$ cat src/rtl/load_store_unit.sv
// rtl/load_store_unit.sv - sequential handshaked load/store unit; define LSU_MISALIGN_EN for two-beat misaligned accesses
module load_store_unit #(
  parameter int XLEN   = 32,
  parameter int ADDR_W = 32
) (
  input  logic              clk,
  input  logic              reset,
  input  logic              req_valid,
  output logic              req_ready,
  input  logic              req_we,
  input  logic [2:0]        req_funct3,
  input  logic [ADDR_W-1:0] req_addr,
  input  logic [XLEN-1:0]   req_wdata,
  output logic              rsp_valid,
  output logic [XLEN-1:0]   rsp_rdata,
  output logic              rsp_err,
  output logic              mem_valid,
  input  logic              mem_ready,
  output logic              mem_we,
  output logic [ADDR_W-1:0] mem_addr,
  output logic [XLEN-1:0]   mem_wdata,
  output logic [XLEN/8-1:0] mem_be,
  input  logic [XLEN-1:0]   mem_rdata
);
  localparam int LANES = XLEN / 8;
  localparam int OFFW  = $clog2(LANES);

  typedef enum logic [1:0] {IDLE, BEAT0, BEAT1, RESP} stateT;
  stateT state;

  // Request fields captured at accept
  logic             weReg;
  logic [2:0]       funct3Reg;
  logic [OFFW-1:0]  offReg;
`ifdef LSU_MISALIGN_EN
  logic             splitReg;
  logic [XLEN-1:0]  rdata0Reg;
  logic [LANES-1:0] be1Reg;
  logic [XLEN-1:0]  wdata1Reg;
  logic [LANES-1:0] be1;
  logic [XLEN-1:0]  wdata1;
`endif

  // Decoded view of the incoming request
  logic [OFFW-1:0]   reqOff;
  logic [31:0]       sizeBytes;
  logic [31:0]       endByte;
  logic [LANES-1:0]  sizeMask;
  logic              reqSplit;
  logic              reqIllegal;
  logic [ADDR_W-1:0] reqBase;
  logic [LANES-1:0]  be0;
  logic [XLEN-1:0]   wdata0;

  logic [XLEN-1:0]   rawLoad;
  logic [XLEN-1:0]   loadResult;

  assign req_ready = (state == IDLE);

  // Truncate a right-aligned load to its access size, then sign- or zero-extend
  function automatic logic [XLEN-1:0] extendLoad(input logic [XLEN-1:0] raw, input logic [2:0] f3);
    int bits;
    int sh;
    logic [XLEN-1:0] t;
    bits = 8 << f3[1:0];
    if (bits >= XLEN) return raw;
    sh = XLEN - bits;
    t  = raw << sh;
    if (f3[2]) return t >> sh;
    return $unsigned($signed(t) >>> sh);
  endfunction

  // Decode size, lane placement and legality of the request on the port
  always_comb begin
    reqOff    = req_addr[OFFW-1:0];
    sizeBytes = 32'd1 << req_funct3[1:0];
    endByte   = 32'(reqOff) + sizeBytes;
    reqSplit  = endByte > 32'(LANES);
    sizeMask  = LANES'((32'd1 << sizeBytes) - 32'd1);
    reqBase   = {req_addr[ADDR_W-1:OFFW], {OFFW{1'b0}}};
    be0       = sizeMask << reqOff;
    wdata0    = req_wdata << {reqOff, 3'b000};
    reqIllegal = (req_funct3 == 3'b111) || (req_we && req_funct3[2]);
    if (XLEN == 32 && (req_funct3 == 3'b011 || req_funct3 == 3'b110)) reqIllegal = 1'b1;
`ifdef LSU_MISALIGN_EN
    be1    = sizeMask >> (32'(LANES) - 32'(reqOff));
    wdata1 = req_wdata >> ((32'(LANES) - 32'(reqOff)) << 3);
`else
    if (reqSplit) reqIllegal = 1'b1;
`endif
  end

  // Stitch the (one or two) read beats into a right-aligned value and extend it
  always_comb begin
    rawLoad = mem_rdata >> {offReg, 3'b000};
`ifdef LSU_MISALIGN_EN
    if (state == BEAT1)
      rawLoad = (rdata0Reg >> {offReg, 3'b000}) |
                (mem_rdata << ((32'(LANES) - 32'(offReg)) << 3));
`endif
    loadResult = extendLoad(rawLoad, funct3Reg);
  end

  // Access sequencer: accept, drive memory beats, emit a one-cycle response
  always_ff @(posedge clk or negedge reset) begin
    if (!reset) begin
      state     <= IDLE;
      weReg     <= 1'b0;
      funct3Reg <= 3'b000;
      offReg    <= '0;
      rsp_valid <= 1'b0;
      rsp_rdata <= '0;
      rsp_err   <= 1'b0;
      mem_valid <= 1'b0;
      mem_we    <= 1'b0;
      mem_addr  <= '0;
      mem_wdata <= '0;
      mem_be    <= '0;
`ifdef LSU_MISALIGN_EN
      splitReg  <= 1'b0;
      rdata0Reg <= '0;
      be1Reg    <= '0;
      wdata1Reg <= '0;
`endif
    end else begin
      case (state)
        IDLE: begin
          if (req_valid) begin
            weReg     <= req_we;
            funct3Reg <= req_funct3;
            offReg    <= reqOff;
            if (reqIllegal) begin
              state     <= RESP;
              rsp_valid <= 1'b1;
              rsp_err   <= 1'b1;
              rsp_rdata <= '0;
            end else begin
              state     <= BEAT0;
              mem_valid <= 1'b1;
              mem_we    <= req_we;
              mem_addr  <= reqBase;
              mem_be    <= be0;
              mem_wdata <= wdata0;
`ifdef LSU_MISALIGN_EN
              splitReg  <= reqSplit;
              be1Reg    <= be1;
              wdata1Reg <= wdata1;
`endif
            end
          end
        end
        BEAT0: begin
          if (mem_ready) begin
`ifdef LSU_MISALIGN_EN
            if (splitReg) begin
              state     <= BEAT1;
              rdata0Reg <= mem_rdata;
              mem_addr  <= mem_addr + ADDR_W'(LANES);
              mem_be    <= be1Reg;
              mem_wdata <= wdata1Reg;
            end else
`endif
            begin
              state     <= RESP;
              mem_valid <= 1'b0;
              mem_we    <= 1'b0;
              mem_be    <= '0;
              mem_wdata <= '0;
              rsp_valid <= 1'b1;
              rsp_err   <= 1'b0;
              rsp_rdata <= weReg ? '0 : loadResult;
            end
          end
        end
`ifdef LSU_MISALIGN_EN
        BEAT1: begin
          if (mem_ready) begin
            state     <= RESP;
            mem_valid <= 1'b0;
            mem_we    <= 1'b0;
            mem_be    <= '0;
            mem_wdata <= '0;
            rsp_valid <= 1'b1;
            rsp_err   <= 1'b0;
            rsp_rdata <= weReg ? '0 : loadResult;
          end
        end
`endif
        RESP: begin
          state     <= IDLE;
          rsp_valid <= 1'b0;
          rsp_err   <= 1'b0;
          rsp_rdata <= '0;
        end
        default: state <= IDLE;
      endcase
    end
  end
endmodule

$ cat config.mk
export PLATFORM = sky130hd
export DESIGN_NAME = load_store_unit
export DESIGN_NICKNAME = d
export VERILOG_FILES = /design/src/rtl/load_store_unit.sv
export SDC_FILE = /design/constraint.sdc
export NUM_CORES = 1
export LEC_CHECK = 0
export ABC_AREA = 1
export CORE_MARGIN = 3
export CORE_UTILIZATION = 48
export CTS_CLUSTER_DIAMETER = 40
export DETAILED_ROUTE_END_ITERATION = 16
export HOLD_SLACK_MARGIN = 0.06
export PLACE_DENSITY_LB_ADDON = 0.3
export SYNTH_ARGS = -nofsm -noshare
export SYNTH_HDL_FRONTEND = slang
export SYNTH_SLANG_ARGS = --single-unit
$ cat constraint.sdc
create_clock -name clk -period 2.45 [get_ports clk]
set_clock_uncertainty 0.15 [all_clocks]
set_input_delay 0.735 -clock clk [delete_from_list [all_inputs] [get_ports clk]]
set_output_delay 0.735 -clock clk [all_outputs]
set_load 0.005 [all_outputs]
==> results of run 1 <==
==> layout by cell type, fill, tap and decap left out, drive strengths merged <==
cell type        n
a21oi           17
a22o            19
a22oi            8
a31oi            7
buf             41
bufinv           1
clkbuf          14
clkdlybuf4s15    1
clkdlybuf4s50  201
clkinv           4
clkinvlp         1
conb             2
dfrtp          110
dlygate4sd2      1
fa               1
ha               4
inv             34
mux2i            1
nand2          328
nand3           42
nand4            2
nor2            43
nor3             7
o211ai           1
o21ai           63
o22ai            2
o31ai            3
==> power breakdown <==
| part | total [mW] | switching (mW) | leakage [nW] | internal, mW |
|---|---|---|---|---|
| sequential | 3.10 | 0.514 | 1.45 | 2.58 |
| clock | 1.54 | 0.689 | 0.149 | 0.854 |
| combinational | 4.96 | 2.52 | 2.56 | 2.44 |
==> worst max-delay path by stage <==
stage,from,endpoint,slack [ns],cells after the start
after floorplan,req_funct3[0],rsp_rdata[31],-0.07,16
after CTS,req_funct3[1],mem_wdata[7],0.0004,13
after global routing,req_funct3[0],rsp_rdata[27],-0.05,16
after global placement,req_funct3[0],rsp_rdata[31],-0.67,16
final,req_funct3[0],mem_wdata[26],0.04,12
after detailed placement,req_funct3[0],rsp_rdata[20],-0.77,16
==> per-layer routing <==
layer | GRT usage, % | part of all wire [%]
met5 | 0 | 0
met4 | 14.0 | 4.2
met3 | 8.25 | 8.9
met2 | 49.9 | 49
met1 | 34.1 | 38
==> critical path, delay by kind of cell <==
family                   cells  cell delay, ns
adder cells (fa/ha/maj)      2            0.66
AO/OA/AOI/OAI                1            0.14
AND/OR/NAND/NOR              5            0.51
buffers and inverters        4            0.49
==> area by class of cell <==
type | count | area [sq um] | area share, %
flip-flops and latches | 110 | 2750 | 32.1
multi-input cells | 550 | 2620 | 30.6
repair buffers | 246 | 2570 | 30.0
clock buffers | 12 | 256 | 2.99
well taps | 140 | 175 | 2.04
inverters | 36 | 143 | 1.66
clock inverters | 4 | 55.1 | 0.643
==> kinds of logic (layout without fill, tap and decap cells) <==
| logic type | count (synthesis) | in the layout | share of synthesized area [%] |
|---|---|---|---|
| simple gates | 421 | 422 | 30.6 |
| mux | 1 | 1 | 0.177 |
| buf+inv | 80 | 298 | 6.58 |
| compound gates | 120 | 120 | 12.6 |
| fa+ha+maj | 5 | 5 | 1.24 |
| flops | 110 | 110 | 48.7 |
| other cells | 1 | 2 | 0.0664 |
==> stage by stage <==
| stage | hold WS (ns) | power [mW] | utilization (%) | setup TNS (ns) |
|---|---|---|---|---|
| after global routing | 0.241 | 10.2 | 76.7 | -0.543 |
| after floorplan | 0.289 | 5.29 | - | -1.67 |
| after global placement | 0.304 | 7.61 | 71.3 | -61.16 |
| after detailed placement | 0.308 | 7.74 | 71.3 | -69.90 |
| final | 0.220 | 9.60 | 76.7 | 0 |
| after CTS | 0.229 | 9.51 | 75.5 | 0 |
==> flip-flops by register name (all words and copies together), names as in the netlist <==
register and flops:
mem_be 4, offReg 2, rsp_err 1, funct3Reg 3, rsp_rdata 32, mem_we 1
mem_wdata 32, rsp_valid 1, weReg 1, mem_valid 1, mem_addr 30, state 2
==> repair_timing <==
action,4_1_cts,5_1_grt
resized for setup,26,21
cloned,4,3
endpoints found under the setup margin,103,101
setup buffers,3,1
hold endpoints to repair,0,0
pin swaps,6,12
==> metrics, run 1 <==
Slowest-stage cell, CP fa_2; Die X about 110 microns; final number of setup-violating endpoints 0; Async S/R FF share, synth between 90% and 100%; crit start category input pin; GRT Residual Overflow 0; initial antenna violation count 0; core area about 0.011 sq mm; clock sink count 110; Period Utilization, post-route between 90% and 100%; Crit path required time about 2.6 ns; sequential area share after synthesis 48.7%; via count roughly 6,100; CTS Buffer Depth 2; # DRC 0; outcome complete, no violations; maximum VDD drop ~0.00076 V; drt first pass iters 6; number of nets in the layout between 1,000 and 1,500; Worst-path clk slew about 0.070 ns; pins over their slew limit 0; Fillers between 700 and 800; CTS H-tree depth 3; Post-Syn Area between 0.005 and 0.006 sq mm; Antenna Violating Nets Remaining 0; Slowest Stage Delay on Critical Path 0.52 ns; gr usage total around 29%; Die ar. 0.0131 sq mm; number of global-route vias before repair about 6,000; first-pass GRT wire length about 30,000 microns; Final min period between 2 and 2.5 ns; number of flops mapped to enable cells by yosys 0; share of cells above drive strength 1 about a tenth; final hold viol count 0; Avg Synthesized Cell Area 7.65 sq um; final worst slack 0.0391 ns; Starting Density around half; slew margin rel. about three fifths; worst r2r path cells 7; vias per cell 5.52; clk_lat worst skew around 0.35 ns; ANT cells 0; worst r2r src funct3Reg[1]; Crit Path Category in -> reg; num rows 38; cts bufs inserted 9; GP Congestion 0.916; largest net degree at the start of global routing 64; CP Capture Type register; share of the synthesized area in the top cell type roughly half; Synth area leaders dfrtp_1 49%, nand2_1 21%, o21ai_0 4.7%; fmax a little over 400 MHz; yosys warns 0; synth unique cells 32; Synth area leader dfrtp_1; worst slew pin tran 0.571 ns; Chip Height 114 microns; crit path DAT 2.55 ns; cts hold-fix bufs 0; Primary FF master, synth dfrtp_1; most common cell in the netlist nand2_1; area grow syn2layout 51.7%; largest fanout on the critical path 10; Cell Area, Placed between 0.007 and 0.008 sq mm; Pleak just over 4 nW; clk root buf clkbuf_16; max-cap viol count 0; RSZ-0062 raised after global routing true; top cells by count, synth 322 x nand2_1, 110 x dfrtp_1, 53 x o21ai_0; Cells after Synth approximately 740; Buffers on Ports 206; TritonCTS clock tree yes; worst hold path type in -> async; I/O pin count about 210; Cell Pwr Density around 1100 mW/mm^2; dpl ws -0.767 ns; Final Instance Count excl. Fillers around 1,100; final WL 19,800 microns; wire length per cell between 15 and 20 microns; fin area between 0.008 and 0.009 sq mm; R2R Path End rsp_rdata[29]; Reg2Reg Setup Slack 0.50 ns; drt initial violations a little over 500; dpl cells around 1,100; DPL Wire Length 13,300 microns; crit-path cells buf_8, nor2_4, ha_4, inv_2, fa_2, nand2_2, nand2_2, nand2_4, nor2_4, buf_8, clkbuf_16, a22o_1; post-synthesis register bit count 110
No activity file was read; power rests on OpenSTA's default activity.
==> run 2, diff against run 1 <==
--- a/config.mk
+++ b/config.mk
@@ -11,7 +11,7 @@
 export CTS_CLUSTER_DIAMETER = 40
 export DETAILED_ROUTE_END_ITERATION = 16
 export HOLD_SLACK_MARGIN = 0.06
-export PLACE_DENSITY_LB_ADDON = 0.3
+export PLACE_DENSITY_LB_ADDON = 0.1
 export SYNTH_ARGS = -nofsm -noshare
 export SYNTH_HDL_FRONTEND = slang
 export SYNTH_SLANG_ARGS = --single-unit
==> run 2 against run 1 <==
  * The flow now finishes with violations (negative setup slack)
  * Register-to-register slack better by 0.06 ns
  * Total power is 3.8% higher
  * Utilization is 1.4 points higher
  * Maximum frequency is 2.7% lower
  * Sequential cell count stayed put
  * Critical path depth is 3 higher
  * Cell count is 0.73% higher
  * Hold slack worse by 0.077 ns
  * Non-clock buffer count is 9 higher
  * Count of clock-buffer cells in the layout is 2 lower
  * Combinational power is 10% higher
  * Via count is 0.28% higher
  * Largest cell class unchanged
  * Highest routed layer unchanged
==> metrics, run 2 (synthesis gave the netlist of run 1 again) <==
outcome complete, but fails checks; GRT Residual Overflow 0 (unchanged); core area 0.0112 sq mm (unchanged); max-cap viol count 0 (unchanged); first-pass GRT wire length 30,900 microns (+2.8%); final hold viol count 0 (unchanged); vias per cell 5.50 (-0.44%); CP Capture Type register; pins over their slew limit 0 (unchanged); Die X 114 microns (unchanged); largest net degree at the start of global routing 59 (-7.8%); gr usage total 30.0% (+0.69 points); registers with the most flip-flops mem_wdata: 32 flops, rsp_rdata: 32 flops, mem_addr: 30 flops; wire length per cell 18.2 microns (+1.0%); final core utilization 78.1% (+1.4 points); Pleak 4.22 nW (+1.4%); DPL Wire Length 13,800 microns (+3.5%); clk root buf clkbuf_16; clk_lat worst skew 0.35 ns (about the same); fmax 404 MHz (-2.7%); Worst-path clk slew 0.08 ns (about the same); Cell Area, Placed 0.00798 sq mm (about the same); crit path DAT 2.57 ns (+0.02 ns); crit start category input pin; RSZ-0062 raised after global routing true; area grow syn2layout 54.6%; CTS Buffer Depth 2 (unchanged); CTS H-tree depth 3 (unchanged); Final min period 2.48 ns (+0.0663 ns); register area 0.00275 sq mm (unchanged); Fillers 810 (+1.6%); fin area 0.00873 sq mm (+1.9%); TritonCTS clock tree yes; most frequent cells in the layout 303 x nand2_1, 201 x clkdlybuf4s50_1, 110 x dfrtp_1; I/O pin count 209 (unchanged); cts bufs inserted 9 (unchanged); drt initial violations 531 (+3.1%); final WL 20,100 microns (+1.8%); Period Utilization, post-route 101% (+2.7 points); final number of setup-violating endpoints 39 (+39); via count 6,079 (+0.28%); Multi-input gate area 0.00269 sq mm (+2.7%); Die ar. 0.0131 sq mm (unchanged); Crit path required time 2.55 ns (-0.04 ns); cts hold-fix bufs 0 (unchanged); number of nets in the layout 1,071 (+0.85%); GP Congestion 0.959 (+4.7%); Buffers on Ports 206 (unchanged); most common cell after layout, fill and taps aside nand2_1; worst slew pin tran 0.645 ns (+0.0741 ns); Crit Path Category in -> reg; Antenna Violating Nets Remaining 0 (unchanged); drt first pass iters 7 (+1); largest fanout on the critical path 15 (+5); maximum VDD drop 0.000737 V (-3.6%); Cell Pwr Density 1140 mW/mm^2 (+1.8%); ANT cells 0 (unchanged); num rows 38 (unchanged); slew margin rel. 56.5% (-5.0 points); Starting Density 50.5% (unchanged); share of cells above drive strength 1 12.4% (+2.7 points); clock sink count 110 (unchanged); failing checks negative setup slack; # DRC 0 (unchanged); Chip Height 114 microns (unchanged); final worst slack -0.0272 ns (-0.0663 ns); worst hold path type in -> async; initial antenna violation count 0 (unchanged); number of global-route vias before repair 6,078 (+2.1%)
## run 2: per-stage QoR
step	std cells	TNS, ns	power, mW	worst slack, ns	hold slack, ns
2_1_floorplan	739	-1.67	5.29	-0.0723	0.289
3_3_place_gp	1075	-60.76	7.68	-0.628	0.303
3_5_place_dp	1075	-69.60	7.81	-0.722	0.310
4_1_cts	1102	-0.0988	9.60	-0.0114	0.146
5_1_grt	1106	-4.46	10.6	-0.0850	0.152
6_report	1106	-0.319	9.97	-0.0272	0.143
## run 2: path summary, 6_finish.rpt
| path | from | end | slack, ns | cells past startpoint |
|---|---|---|---|---|
| max | req_funct3[0] | mem_addr[23] | -0.03 | 15 |
| min | reset | rsp_err | 0.14 | 1 |
| max reg2reg | funct3Reg[1] | rsp_rdata[24] | 0.56 | 10 |
| min reg2reg | mem_addr[21] | mem_addr[21] | 0.33 | 2 |
| max in group asynchronous | reset | rsp_rdata[24] | 1.35 | 2 |
| min in group clk | mem_addr[21] | mem_addr[21] | 0.33 | 2 |
## run 2: timing repair
item                                    in CTS  in global routing
buffers inserted                             5                  2
resized for setup                           46                 39
pin swaps                                   10                 13
endpoints found under the setup margin     103                 90
gates cloned                                 8                  2
## run 2: area by class of cell
cell class,instances,share of cell area (%)
clock buffer,10,2.62
timing repair buffer,255,30.7
clock inverter,5,0.473
multi-input combinational,550,30.8
tap,140,2.01
sequential,110,31.5
inverter,36,1.81
## run 2: where the power goes
part | internal (mW) | total [mW] | switching [mW]
sequential | 2.58 | 3.10 | 0.517
combinational | 2.70 | 5.47 | 2.77
clock | 0.697 | 1.39 | 0.697
total | 5.98 | 9.97 | 3.98
## run 2: critical path, stage by stage
cell and delay (ns):
buf_8 0.10, nor2_4 0.13, ha_4 0.15, inv_2 0.04, fa_2 0.51, nand2_1 0.05, nand2_1 0.06, nand2_2 0.07
buf_6 0.12, nor2_4 0.12, buf_12 0.14, inv_6 0.06, buf_16 0.15, nand2_1 0.06, nand2_1 0.06
## run 2: routing by layer
| layer | track usage [%] | vias to the layer above | routed length, microns |
|---|---|---|---|
| met3 | 9.09 | 64 | 1920 |
| met5 | 0 | - | 0 |
| li1 | - | 2825 | - |
| met4 | 9.98 | 0 | 844 |
| met1 | 35.5 | 2866 | 7470 |
| met2 | 52.0 | 324 | 9890 |
